## config.mk

```make
export PLATFORM = sky130hd
export DESIGN_NAME = fu_sequencer_flat
export DESIGN_NICKNAME = d
export VERILOG_FILES = /design/src/rtl/fu_sequencer_if.sv /design/src/rtl/fu_sequencer.sv /design/src/flat_wrapper.sv
export SDC_FILE = /design/constraint.sdc
export NUM_CORES = 1
export LEC_CHECK = 0
export ABC_AREA = 1
export BUFFER_PORTS_ARGS = -buffer_cell sky130_fd_sc_hd__buf_2
export CAP_MARGIN = 0
export CORE_MARGIN = 4
export CORE_UTILIZATION = 50
export DETAILED_ROUTE_END_ITERATION = 7
export PLACE_DENSITY = 0.77
export SYNTH_ARGS = -nofsm -noshare
export SYNTH_HDL_FRONTEND = slang
export SYNTH_SLANG_ARGS = --single-unit
export TNS_END_PERCENT = 1
```

## constraint.sdc

```tcl
create_clock -name clk -period 1.85 [get_ports clk]
set_clock_uncertainty 0.2 [all_clocks]
set_input_delay 0.0925 -clock clk [delete_from_list [all_inputs] [get_ports clk]]
set_output_delay 0.0925 -clock clk [all_outputs]
set_load 0.02 [all_outputs]
```

## src/rtl/fu_sequencer_if.sv

```systemverilog
// Bus between the sequencer and its environment: program ROM port and FU datapath port.
interface fu_sequencer_if #(
  parameter int ADDR_W = 6
);
  logic [ADDR_W-1:0] imem_addr;
  logic [15:0]       imem_data;
  logic [2:0]        fu_instr;
  logic [7:0]        fu_a;
  logic [7:0]        fu_b;
  logic [7:0]        fu_f;

  // Sequencer side: drives the ROM address and the FU opcode/operands.
  modport master (
    output imem_addr,
    output fu_instr,
    output fu_a,
    output fu_b,
    input  imem_data,
    input  fu_f
  );

  // ROM/FU side: returns the fetched word and the FU result.
  modport slave (
    input  imem_addr,
    input  fu_instr,
    input  fu_a,
    input  fu_b,
    output imem_data,
    output fu_f
  );
endinterface

```

## src/rtl/fu_sequencer.sv

```systemverilog
// fu_sequencer: fetch/decode/execute front end for the 8-bit FU.
// Each instruction takes FETCH, DECODE and EXEC (3 cycles). One program runs per start pulse,
// from address 0 until a halt bit or the top ROM address.
// Word: [15]=1 LI  R[14:13] <= [7:0]
//       [15]=0 ALU R[11:10] <= FU([14:12], R[9:8], R[7:6])
//       [5] halt in both formats.
module fu_sequencer #(
  parameter int ADDR_W = 6
) (
  input  logic           clk,
  input  logic           rst,
  input  logic           start,
  fu_sequencer_if.master bus,
  output logic           busy,
  output logic           done,
  output logic           overrun,
  input  logic [1:0]     dbg_sel,
  output logic [7:0]     dbg_data
);

  localparam logic [2:0] IDLE   = 3'd0;
  localparam logic [2:0] FETCH  = 3'd1;
  localparam logic [2:0] DECODE = 3'd2;
  localparam logic [2:0] EXEC   = 3'd3;
  localparam logic [2:0] DONE   = 3'd4;

  localparam logic [ADDR_W-1:0] PC_TOP = '1;

  logic [2:0]        state;
  logic [ADDR_W-1:0] pc;
  logic [7:0]        regs [4];

  // Decoded instruction fields held from DECODE into EXEC.
  logic              ir_li;
  logic              ir_halt;
  logic [1:0]        ir_rd;
  logic [7:0]        ir_imm;

  // Word bits [4:0] carry no meaning in either format.
  logic              unused_bits;
  assign unused_bits = &{1'b0, bus.imem_data[4:0]};

  assign busy     = (state != IDLE);
  assign done     = (state == DONE);
  assign dbg_data = regs[dbg_sel];

  // Sequencing FSM, FU opcode/operand registers and register-file write-back.
  always_ff @(posedge clk) begin
    if (rst) begin
      // NOTE: non-blocking assignments so every flop sees pre-edge values of the others.
      state        <= IDLE;
      pc           <= '0;
      bus.imem_addr <= '0;
      bus.fu_instr <= '0;
      bus.fu_a     <= '0;
      bus.fu_b     <= '0;
      overrun      <= 1'b0;
      ir_li        <= 1'b0;
      ir_halt      <= 1'b0;
      ir_rd        <= '0;
      ir_imm       <= '0;
      // NOTE: the register file is reset because R0..R3 are architecturally zero after rst.
      for (int i = 0; i < 4; i++) regs[i] <= '0;
    end else begin
      case (state)
        IDLE: begin
          if (start) begin
            pc            <= '0;
            bus.imem_addr <= '0;
            overrun       <= 1'b0;
            state         <= FETCH;
          end
        end

        // ROM word for imem_addr becomes valid one cycle after the address.
        FETCH: state <= DECODE;

        DECODE: begin
          ir_halt <= bus.imem_data[5];
          ir_imm  <= bus.imem_data[7:0];
          if (bus.imem_data[15]) begin
            ir_li <= 1'b1;
            ir_rd <= bus.imem_data[14:13];
          end else begin
            ir_li        <= 1'b0;
            ir_rd        <= bus.imem_data[11:10];
            bus.fu_instr <= bus.imem_data[14:12];
            bus.fu_a     <= regs[bus.imem_data[9:8]];
            bus.fu_b     <= regs[bus.imem_data[7:6]];
          end
          state <= EXEC;
        end

        EXEC: begin
          regs[ir_rd] <= ir_li ? ir_imm : bus.fu_f;
          if (ir_halt) begin
            state <= DONE;
          end else if (pc == PC_TOP) begin
            // Fell off the end of program space: stop rather than wrap.
            overrun <= 1'b1;
            state   <= DONE;
          end else begin
            pc            <= pc + 1'b1;
            bus.imem_addr <= pc + 1'b1;
            state         <= FETCH;
          end
        end

        DONE: state <= IDLE;

        default: state <= IDLE;
      endcase
    end
  end

endmodule

```

## src/flat_wrapper.sv

```systemverilog
// flat-port wrapper written by rule: the top's interface ports become plain ports
module fu_sequencer_flat 
#(
  parameter int ADDR_W = 6
)
  (clk, rst, start, busy, done, overrun, dbg_sel, dbg_data, bus_imem_addr, bus_fu_instr, bus_fu_a, bus_fu_b, bus_imem_data, bus_fu_f);
  fu_sequencer_if #(.ADDR_W(ADDR_W)) bus_i ();
  input  logic clk;
  input  logic rst;
  input  logic start;
  output logic busy;
  output logic done;
  output logic overrun;
  input  logic [1:0] dbg_sel;
  output logic [7:0] dbg_data;
  output wire logic [$bits(bus_i.imem_addr)-1:0] bus_imem_addr;
  output wire logic [$bits(bus_i.fu_instr)-1:0] bus_fu_instr;
  output wire logic [$bits(bus_i.fu_a)-1:0] bus_fu_a;
  output wire logic [$bits(bus_i.fu_b)-1:0] bus_fu_b;
  input wire logic [$bits(bus_i.imem_data)-1:0] bus_imem_data;
  input wire logic [$bits(bus_i.fu_f)-1:0] bus_fu_f;
  assign bus_imem_addr = bus_i.imem_addr;
  assign bus_fu_instr = bus_i.fu_instr;
  assign bus_fu_a = bus_i.fu_a;
  assign bus_fu_b = bus_i.fu_b;
  assign bus_i.imem_data = bus_imem_data;
  assign bus_i.fu_f = bus_fu_f;
  fu_sequencer #(.ADDR_W(ADDR_W)) u_core (.clk(clk), .rst(rst), .start(start), .bus(bus_i), .busy(busy), .done(done), .overrun(overrun), .dbg_sel(dbg_sel), .dbg_data(dbg_data));
endmodule
```

==> results.tsv <==
stage	metric	value	unit
run_status	status	finished clean	
floorplanning	start_util	51.63	%
power	power.leakage	1.807	nW
grt	grt_max_degree	39	
layout	final_cell_mix	buf_2, nand2_1, o21ai_0, nor2_1, a21oi_1	
clock_network	clockRootBuffer	clkbuf_8	
layout	syn2layout_area_growth	21.78	%
floorplanning	placementRows	30	
sta	finalSetupViolCount	0	
drt	dr_wl_met2	3739	microns
grt	grt_pass1_vias	2935	
sta	max_slew_margin	61.96	%
sta	worst_pin_slew	0.5700	ns
logic_synthesis	syn_nets	459	
sta	max_freq	0.5853	GHz
clock_network	cts_tree	yes	
logic_synthesis	syn_avg_cell_area	8.222	sq um
logic_synthesis	synth_top_area_share	27.24	%
layout	final_util	62.88	%
power	vdd_drop_max	496.2	uV
grt	grt.overflow.total	0	
drt	via_per_inst	5.259	
clock_network	cts_num_sinks	72	
sta	finalMaxSlewViolations	0	
drt	wire_per_inst	13.56	microns
layout	final_common_cell	buf_2	
sta	timing.final.crit_share	92.35	%
run	maxCapViolCount	0	
clock_network	clkLatencyLatePin	0.34	ns
floorplanning	boundaryPins	65	
logic_synthesis	synthCells	429	
sta	finalCriticalPeriod	1.708	ns
clock_network	clkSlewWorstSetupHoldPaths	0.08	ns
floorplanning	die_x	91.99	microns
floorplanning	fp.coreArea	6832	sq um
clock_network	cts-buffers-inserted	9	
grt	grt_pass1_wl	13950	microns
sta	final.setup.worst_slack	0.1416	ns
setup_path	path_max_fanout	8	
drt	routed_wl	8232	microns
setup_path	setup.worst_path.start	u_core.state[0]	
logic_synthesis	seq_area_frac_synth	49.95	%
grt	grt_usage	20.36	%
clock_network	cts_setup_buffers	0	
drt	top_layer	met4	
setup_path	worstReg2RegStart	u_core.state[0]	
place	dp_slack	0.1226	ns
drt	dr.pass1.iters	5	
clock_network	cts_max_level	3	
sta	rsz0062_at_grt	no	
logic_synthesis	synth_largest_area_cell	edfxtp_1	
drt	ant_nets	0	
logic_synthesis	ys_types	29	
drt	drt-met1-wl	3861	microns
place	hpwl	5901	microns
layout	n_antenna_cell	0	
place	port_buffers	64	
setup_path	cp-end-kind	flop	
floorplanning	dieArea	8462	sq um
worst_hold_path	hold_start	bus_imem_data[7]	
grt	antenna_found_initial	0	
setup_path	critPathRequiredTime	1.67	ns
setup_path	start_kind	flop	
clock_network	clk_path_buf_depth	2	
drt	drtIter0Drc	148	
drt	num_vias	3192	
logic_synthesis	ys_warn_count	0	
drt	post-route-drc-count	0	
power	p_per_area	864.2	nW/um^2
sta	hold_viol	0	
logic_synthesis	synth_seq_cells	72	
sta	setup-tns-final	0	ns
drt	wl_met3	466	microns
sta	holdWs	0.01652	ns
place	gp_congestion	0.9097	
logic_synthesis	synth.area.top_cells	edfxtp_1, dfxtp_1, o21ai_0	
layout	drive_above_1_share	21.14	%
worst_hold_path	hold_class	input port to flop	
layout	fin_nets	536	
floorplanning	die_y	91.99	microns
logic_synthesis	syn_area	3527	sq um
setup_path	path_class	flop to flop	
setup_path	critical_path_arrival	1.53	ns
==> metrics by stage <==
step | area (sq um) | total power (W) | cells
after floorplan | 3532 | 0.002327 | 429
after global placement | 3954 | 0.002507 | 576
after detailed placement | 3954 | 0.002525 | 576
after CTS | 4292 | 0.003723 | 607
after global routing | 4295 | 0.003910 | 607
final | 4295 | 0.003712 | 607
==> area by class of cell <==
type	count	area (sq um)
multi-input cells	286	1483
clock inverters	6	60.06
inverters	47	176.4
fillers	599	2536
repair buffers	90	565.5
flip-flops and latches	72	1763
clock buffers	10	127.6
well taps	96	120.1
==> kinds of logic (layout without fill, tap and decap cells) <==
group,count (synthesis),in the layout,synth area share [%]
compound gates,141,141,21.96
simple gates,138,138,17.59
flops,72,72,49.95
buf+inv,71,153,8.230
mux,6,6,1.915
fa+ha+maj,1,1,0.3547
==> flip-flops by register name (all words and copies together) (netlist names), 2 cells and up <==
name / count
u_core.bus.fu_a: 8
u_core.bus.fu_instr: 3
u_core.ir_imm: 8
u_core.regs: 32
u_core.bus.imem_addr: 6
u_core.state: 3
u_core.bus.fu_b: 8
u_core.ir_rd: 2
==> cells in the mapped netlist <==
library cell,count
nor2_2,2
o21bai_1,1
nor4_1,1
nor2_4,1
o31ai_1,1
inv_2,1
a21oi_1,48
a31oi_1,19
nand2_2,3
nand3_1,13
mux2_2,6
clkbuf_1,11
clkinv_1,2
nand3_4,2
o211ai_1,16
nand2_1,58
buf_2,10
nand4_1,3
dfxtp_1,40
buf_4,3
edfxtp_1,32
nor2_8,1
ha_1,1
o21ai_0,56
inv_1,44
nor3b_1,1
nor3_1,1
nand2_4,1
nor2_1,51
==> critical path: stages (launching register included) <==
cell and delay, ns:
dfxtp_1 0.43, nand3_4 0.17, nor2_8 0.13, inv_2 0.07
nor2_4 0.10, nand2_2 0.06, nand2_1 0.23
==> timing repair <==
item                                    4_1_cts  5_1_grt
hold buffers                                 15        0
endpoints found under the hold margin        21        0
resized for setup                             0        2
endpoints found under the setup margin        0        6
==> power by group <==
part / switching [W] / internal (W)
Combinational: 0.000418 / 0.000245
Clock: 0.000580 / 0.000614
Sequential: 0.0000815 / 0.00177
Total: 0.00108 / 0.00263
==> path summary, 6_finish.rpt <==
check                  endpoint  slack (ns)  depth (start not counted)
max           u_core.regs[2][7]        0.14                          6
min          u_core.bus.fu_b[7]        0.02                          3
max reg2reg   u_core.regs[2][7]        0.14                          6
min reg2reg      u_core.overrun        0.25                          2
==> metal layers <==
layer	global-route usage, %	vias to the layer above
met2	31.39	108
met4	8.663	0
met5	0	-
li1	-	1622
met1	28.39	1447
met3	3.281	15
(Power assumes the default switching activity.)
